===== src/rtl/imem_loader.sv =====
// Instruction-memory loader: takes 32-bit words on a valid/ready stream and writes each one as 4 little-endian bytes.
// Latency: word accepted at edge N, bytes land at edges N+1..N+4, ready again the cycle after; at most 1 word per 5 cycles.
// Backpressure: in_ready is high only while waiting for a word; a word that would not fit is dropped and flagged on err.
//
// Ports:
//   clk, rst_n                  clock, asynchronous active-low reset
//   start, base_addr            open a session at base_addr (low two bits ignored), sampled only when idle
//   in_valid/in_ready/in_word/in_last  instruction word stream; in_last closes the session
//   mem_we/mem_addr/mem_wdata   byte write port toward the instruction memory (addr/data are 0 when mem_we=0)
//   busy, done, err             session active, one-cycle end pulse, sticky overflow flag
//   word_count, checksum        words written this session; running XOR of written words
// Build option: define IMEM_LOADER_CHECKSUM_EN to keep the checksum register; otherwise checksum reads 0.

module imem_loader #(
    parameter int ADDR_W    = 10,
    parameter int MEM_BYTES = 1024
) (
    input  logic              clk,
    input  logic              rst_n,
    input  logic              start,
    input  logic [ADDR_W-1:0] base_addr,
    input  logic              in_valid,
    output logic              in_ready,
    input  logic [31:0]       in_word,
    input  logic              in_last,
    output logic              mem_we,
    output logic [ADDR_W-1:0] mem_addr,
    output logic [7:0]        mem_wdata,
    output logic              busy,
    output logic              done,
    output logic              err,
    output logic [ADDR_W-1:0] word_count,
    output logic [31:0]       checksum
);

    typedef enum logic [2:0] {
        S_IDLE,
        S_WAIT,
        S_WR0,
        S_WR1,
        S_WR2,
        S_WR3,
        S_DONE
    } state_t;

    // One extra bit lets the address reach MEM_BYTES itself without wrapping to 0.
    localparam logic [ADDR_W+1:0] MEM_LIMIT = (ADDR_W+2)'(MEM_BYTES);

    state_t            state_q, state_d;
    logic [ADDR_W:0]   addr_q, addr_d;
    logic [31:0]       word_q, word_d;
    logic              last_q, last_d;
    logic [ADDR_W-1:0] cnt_q, cnt_d;
    logic              err_q, err_d;

    logic [ADDR_W+1:0] end_addr;
    logic              fits;
    logic              we;
    logic [1:0]        byte_sel;

    assign end_addr = {1'b0, addr_q} + (ADDR_W+2)'(4);
    assign fits     = (end_addr <= MEM_LIMIT);

    always_comb begin
        state_d  = state_q;
        addr_d   = addr_q;
        word_d   = word_q;
        last_d   = last_q;
        cnt_d    = cnt_q;
        err_d    = err_q;
        we       = 1'b0;
        byte_sel = 2'd0;
        in_ready = 1'b0;

        case (state_q)
            S_IDLE: begin
                if (start) begin
                    addr_d  = {1'b0, base_addr & ~ADDR_W'(3)};
                    cnt_d   = '0;
                    err_d   = 1'b0;
                    state_d = S_WAIT;
                end
            end
            S_WAIT: begin
                in_ready = 1'b1;
                if (in_valid) begin
                    word_d = in_word;
                    last_d = in_last;
                    if (fits) begin
                        state_d = S_WR0;
                    end else begin
                        // No room for all four bytes: drop the whole word rather than write part of it.
                        err_d   = 1'b1;
                        state_d = S_DONE;
                    end
                end
            end
            S_WR0: begin
                we       = 1'b1;
                byte_sel = 2'd0;
                state_d  = S_WR1;
            end
            S_WR1: begin
                we       = 1'b1;
                byte_sel = 2'd1;
                state_d  = S_WR2;
            end
            S_WR2: begin
                we       = 1'b1;
                byte_sel = 2'd2;
                state_d  = S_WR3;
            end
            S_WR3: begin
                we       = 1'b1;
                byte_sel = 2'd3;
                cnt_d    = cnt_q + ADDR_W'(1);
                if (last_q) begin
                    state_d = S_DONE;
                end else begin
                    addr_d  = addr_q + (ADDR_W+1)'(4);
                    state_d = S_WAIT;
                end
            end
            S_DONE: begin
                state_d = S_IDLE;
            end
            default: begin
                state_d = S_IDLE;
            end
        endcase
    end

    always_ff @(posedge clk or negedge rst_n) begin
        if (!rst_n) begin
            state_q <= S_IDLE;
            addr_q  <= '0;
            word_q  <= '0;
            last_q  <= 1'b0;
            cnt_q   <= '0;
            err_q   <= 1'b0;
        end else begin
            state_q <= state_d;
            addr_q  <= addr_d;
            word_q  <= word_d;
            last_q  <= last_d;
            cnt_q   <= cnt_d;
            err_q   <= err_d;
        end
    end

    // Address/data are forced to 0 when not writing so every output is 0 in reset.
    assign mem_we     = we;
    assign mem_addr   = we ? (addr_q[ADDR_W-1:0] + ADDR_W'(byte_sel)) : '0;
    assign mem_wdata  = we ? word_q[8*byte_sel +: 8] : 8'h00;
    assign busy       = (state_q != S_IDLE);
    assign done       = (state_q == S_DONE);
    assign err        = err_q;
    assign word_count = cnt_q;

`ifdef IMEM_LOADER_CHECKSUM_EN
    logic [31:0] csum_q, csum_d;

    always_comb begin
        csum_d = csum_q;
        if (state_q == S_IDLE && start) begin
            csum_d = '0;
        end else if (state_q == S_WR3) begin
            csum_d = csum_q ^ word_q;
        end
    end

    always_ff @(posedge clk or negedge rst_n) begin
        if (!rst_n) begin
            csum_q <= '0;
        end else begin
            csum_q <= csum_d;
        end
    end

    assign checksum = csum_q;
`else
    assign checksum = 32'h0;
`endif

endmodule

===== config.mk =====
export PLATFORM = sky130hd
export DESIGN_NAME = imem_loader
export DESIGN_NICKNAME = d
export VERILOG_FILES = /design/src/rtl/imem_loader.sv
export SDC_FILE = /design/constraint.sdc
export NUM_CORES = 1
export LEC_CHECK = 0
export BUFFER_PORTS_ARGS = -buffer_cell sky130_fd_sc_hd__buf_2
export CAP_MARGIN = 20
export CORE_MARGIN = 1.5
export CORE_UTILIZATION = 55
export CTS_CLUSTER_SIZE = 10
export DETAILED_ROUTE_END_ITERATION = 8
export PLACE_DENSITY = 0.86
export SYNTH_ARGS = -nofsm -noshare
export SYNTH_HDL_FRONTEND = slang
export SYNTH_SLANG_ARGS = --single-unit
export TNS_END_PERCENT = 30

===== constraint.sdc =====
create_clock -name clk -period 3.4 [get_ports clk]
set_input_delay 0.68 -clock clk [delete_from_list [all_inputs] [get_ports clk]]
set_output_delay 0.68 -clock clk [all_outputs]
set_load 0.02 [all_outputs]

# [Yosys cells after proc, flatten, opt, wreduce, memory -nomap -nowiden]
# Cells that the tools add are included.
[op_classes] order_cmp=1 add_sub_neg=4 muxes=19 n_reduce_logical=10 shifts=1 n_eq_ne=10
[ops] cell="$shiftx A32 B6 Y8" n=1
[ops] cell="$mux W11" n=2
[ops] cell="$pmux W11 S2" n=1
[ops] cell="$mux W10" n=2
[ops] cell="$pmux W10 S2" n=1
[ops] cell="$pmux W3 S6" n=1
[ops] cell="$add A11 B3 Y12 const B" n=1
[ops] cell="$le A12 B11 Y1 const B" n=1
[ops] cell="$mux W3" n=4
[ops] cell="$add A11 B3 Y11 const B" n=1
[ops] cell="$add A10 B1 Y10 const B" n=1
[ops] cell="$add A10 B2 Y10" n=1
[ops] cell="$eq A3 B3 Y1 const B" n=3
[ops] cell="$mux W8" n=1
[ops] cell="$ne A2 B2 Y1 const B" n=4
[ops] cell="$eq A3 B2 Y1 const B" n=2
[ops] cell="$pmux W2 S3" n=1
[ops] cell="$reduce_and A2 Y1" n=3
[ops] cell="$mux W1" n=5
[ops] cell="$reduce_and A4 Y1" n=1
[ops] cell="$reduce_bool A2 Y1" n=2
[ops] cell="$reduce_or A4 Y1" n=1
[ops] cell="$eq A3 B1 Y1 const B" n=1
[ops] cell="$logic_not A3 Y1" n=1
[ops] cell="3 further kinds" n=3
[totals] elab_cells=51 regBits=58

# [Longest topological paths before layout]
[depth] word_depth=5 ltp_mapped=8 ltp_nobuf=6

# [Worst setup path after synthesis]
# No wires, ideal clock.
[synth_timing] path_kind="flip-flop to output port" startpoint="reg state_q[1]" endpoint="out mem_addr[0]" arrival_time_ns=1.532 path_stages_with_launch=8 path_slack_ns=1.188 path_cell_list="dfrtp_1 clkbuf_2 nand2b_1 buf_2 and2_1 buf_2 inv_1 and2_1"
[synth_via] elab_chain_cells=4
[synth_lines] item="start, declared" line="49" rtl="state_t state_q, state_d;"
[synth_lines] item="start signal, assigned" line="142" rtl="state_q <= state_d;"
[synth_lines] item="$eq A3 B3 Y1 / $eq A3 B2 Y1 (equally long branches)" line="75" rtl="case (state_q)"
[synth_lines] item="$reduce_or A4 Y1 (no line) (*)"
[synth_lines] item="$mux W1 (*)" line="75"
[synth_lines] item="via mem_we" line="26" rtl="output logic mem_we,"
[synth_lines] item="$mux W10 (*)" line="153" rtl="assign mem_addr = we ? (addr_q[ADDR_W-1:0] + ADDR_W'(byte_sel)) : '0;"
[synth_lines] item="end, declared" line="27" rtl="output logic [ADDR_W-1:0] mem_addr,"
# The timed path passes the listed nets; every way through them passes the cells marked *.

# [Worst setup path in the final report]
[layout_timing] startpoint="reg state_q[2]" endpoint="out mem_addr[9]"
[layout_via] elab_chain_cells=4
[layout_lines] item="$eq A3 B3 Y1 / $eq A3 B2 Y1 (equally long branches)" line="75"
[layout_lines] item="$pmux W2 S3 / $reduce_or A4 Y1 (equally long branches)"
[layout_lines] item="$add A10 B2 Y10 / $mux W1 (equally long branches)" line="153, 75"
[layout_lines] item="$mux W10 (*)" line="153"
# Every way passes the cells marked *; elsewhere a longest branch is shown, timed or not.

==> summary.txt <==
Die
  • Die footprint: around 0.0064 mm²
  • Chip height: about 80 µm
  • Die Width: approximately 80 µm
  • Initial Util: between 50 and 60%
  • Core area: around 0.0056 mm²
  • Row cnt: 27
  • # IOs: roughly 110

Synth
  • Async SR Flop Fraction: 100%
  • #FFs+latches synth: 56
  • Avg Inst Size Synth: 10.2 µm²
  • Cells after Synth: around 320
  • Syn. warnings: 0
  • Mapped Area: between 0.003 and 0.004 mm²
  • Post-synth EDFFs: 0
  • Distinct cell type count of the synthesized netlist: between 40 and 50
  • Post-synth top flop: dfrtp_1
  • Register area share after synthesis: between 40% and 50%
  • Most frequent cells after synthesis: 56 x dfrtp_1, 35 x buf_4, 23 x nand2_1, 21 x mux2_1, 19 x nor2_1
  • Synth top area share: a little over two fifths
  • Synth area leaders: dfrtp_1 43%, buf_4 8.0%, mux2_1 7.2%
  • Most frequent cell after synthesis: dfrtp_1
  • Cell taking the most area after synthesis: dfrtp_1

Global route
  • Vias in the first global route: ~2400
  • Largest net degree at the start of global routing: 35
  • Global-route wire length before repair: ~11 mm
  • GRT Util Overall: between 20% and 30%
  • Initial antenna violation count: 0
  • Congestion Overflow GR: 0

Critical path
  • CP required: roughly 2700 ps
  • Critical path class: flip-flop to primary output
  • Worst reg2reg setup slack: approximately 1100 ps
  • Crit Reg-Reg Endpoint: state_q[2]
  • Startpoint types: flip-flop
  • Worst-case reg-to-reg path depth: 5
  • Type of element capturing the critical path: primary output
  • RR Startpoint: state_q[0]
  • Data arrival, critical path: approximately 2200 ps
  • Crit-path max FO: 13

Power
  • VDD IR-drop max: around 0.00047 V
  • PD cells: between 800 and 900 mW/mm²
  • Leak pwr: about 1.8 nW

Final layout
  • Layout Area Growth over Synthesis: 10.8%
  • Nets: roughly 440
  • Layout cell share with drive strength beyond 1: between 20% and 30%
  • Storage element area: around 0.0014 mm²
  • Area of the multi-input gates: roughly 0.0016 mm²
  • Diodes inserted: 0
  • Fillers: 463

Drt
  • DRC violations left: 0
  • WL final: between 6 and 7 mm
  • Via density per instance: ~5.4
  • Routed Antenna Nets: 0
  • DR pass1 iterations: 4
  • DR WL/cell: 14.3 µm
  • Via Count: ~2500
  • Iteration-0 DRC Markers: 97

Clocking
  • Hold_buf cts: 0
  • Htree depth: 2
  • Post_cts resized: 0
  • Clk_lat worst skew: 320 ps
  • CTS Buf Count: 5
  • Clock sinks: 56
  • Clk slew on worst S/H paths: between 100 and 150 ps
  • CTS tree: built
  • Clock tree root driver cell: clkbuf_8
  • CTS max path bufs: 2
  • Post CTS Setup Buffer Count: 0

Place
  • Port buffer count: 77
  • DP HPWL: 4.90 mm
  • GP Congestion: about 0.8

STA
  • Tmin final: 2870 ps
  • Tcrit/Tclk final: a little over four fifths
  • Final Hold Vio Count: 0
  • Hold slack: 350 ps
  • Slew @ Worst Pin: between 700 and 800 ps
  • Clock skew: approximately 11 ps
  • Setup-failing EPs final: 0
  • Rel. slew slack: between 50% and 60%
  • Post-route setup TNS: 0 ps
  • Slew Viols, Final: 0
  • RSZ-0062 raised after global routing: false
  • Fmax: between 300 and 400 MHz

Worst hold path
  • HP Class: primary input to async pin

Job
  • # Max-Cap Violations: 0

Run status
  • Status: finished, final reports clean
==> stage by stage <==
step	setup WS (ps)	area, µm²	std cells	utilization [%]	total power [mW]
floorplan	1190	3410	354	-	2.43
global placement	948	3530	453	62.6	2.68
detailed placement	925	3530	453	62.6	2.75
CTS	556	3640	461	64.6	3.20
global route	403	3640	461	64.6	3.41
finish	528	3640	461	64.6	3.19
==> state kept, by name, summed over array words and instances (netlist names) <==
signal and flops:
addr_q 9, err 1, last_q 1, state_q 3, word_count 10, word_q 32
==> metal layers <==
layer / track usage, % / vias up / share of wire (%) / wire length [µm]
li1: - / 1198 / - / -
met1: 26.5 / 1193 / 41 / 2730
met2: 37.7 / 97 / 50 / 3270
met3: 6.25 / 13 / 7.4 / 490
met4: 6.03 / 0 / 1.5 / 97
met5: 0 / - / 0 / 0
==> where the power goes <==
group	switching (mW)	internal, mW	total [mW]
clock network	0.231	0.223	0.454
logic	0.855	0.643	1.50
registers	0.282	0.951	1.23
==> layout by cell type (no fill, tap or decap), drive strengths merged, types with 2 or more instances in the layout <==
cell	n
mux2i	18
o22ai	10
xor2	4
a31oi	3
inv	7
o21ai	20
nand2	24
nand3	12
o31a	2
nor2	20
nand2b	3
a21oi	11
dfrtp	56
conb	33
ha	4
and4	2
nand4	3
clkbuf	6
nand3b	3
nor3	6
o211ai	3
and2	7
xnor2	4
mux2	33
buf	80
==> cells by family after synthesis <==
kind of cell / Yosys count / synth area share [%]
AOI/OAI and AO/OA: 57 / 10.8
xor gates and xnor gates: 8 / 2.13
adders and majority gates: 4 / 1.52
buffers and inverters: 59 / 12.0
DFF: 56 / 42.6
muxes: 51 / 16.8
other: 1 / 0.114
and+or+nand+nor: 86 / 13.9
==> how the worst max path moves through the flow <==
stage / start / endpoint / depth (start not counted)
after floorplan: state_q[1] / mem_addr[0] / 7
after global placement: state_q[2] / mem_addr[1] / 5
after detailed placement: state_q[2] / mem_addr[1] / 5
after CTS: state_q[2] / mem_addr[1] / 5
after global routing: state_q[2] / mem_addr[0] / 5
final: state_q[2] / mem_addr[9] / 5
==> final cells by class <==
| cell class | instances | area share [%] |
|---|---|---|
| Tap cell | 72 | 2.47 |
| Multi-Input combinational cell | 239 | 44.2 |
| Inverter | 6 | 0.618 |
| Clock buffer | 6 | 1.99 |
| Clock inverter | 2 | 1.06 |
| Timing Repair Buffer | 80 | 11.2 |
| Sequential cell | 56 | 38.5 |
==> worst max-delay path, stage by stage (launching register included) <==
cell      delay (ps)
dfrtp_1          590
nand2b_1         430
and2_1           360
inv_1            160
and2_1           180
buf_2            150
(Power assumes the default switching activity.)
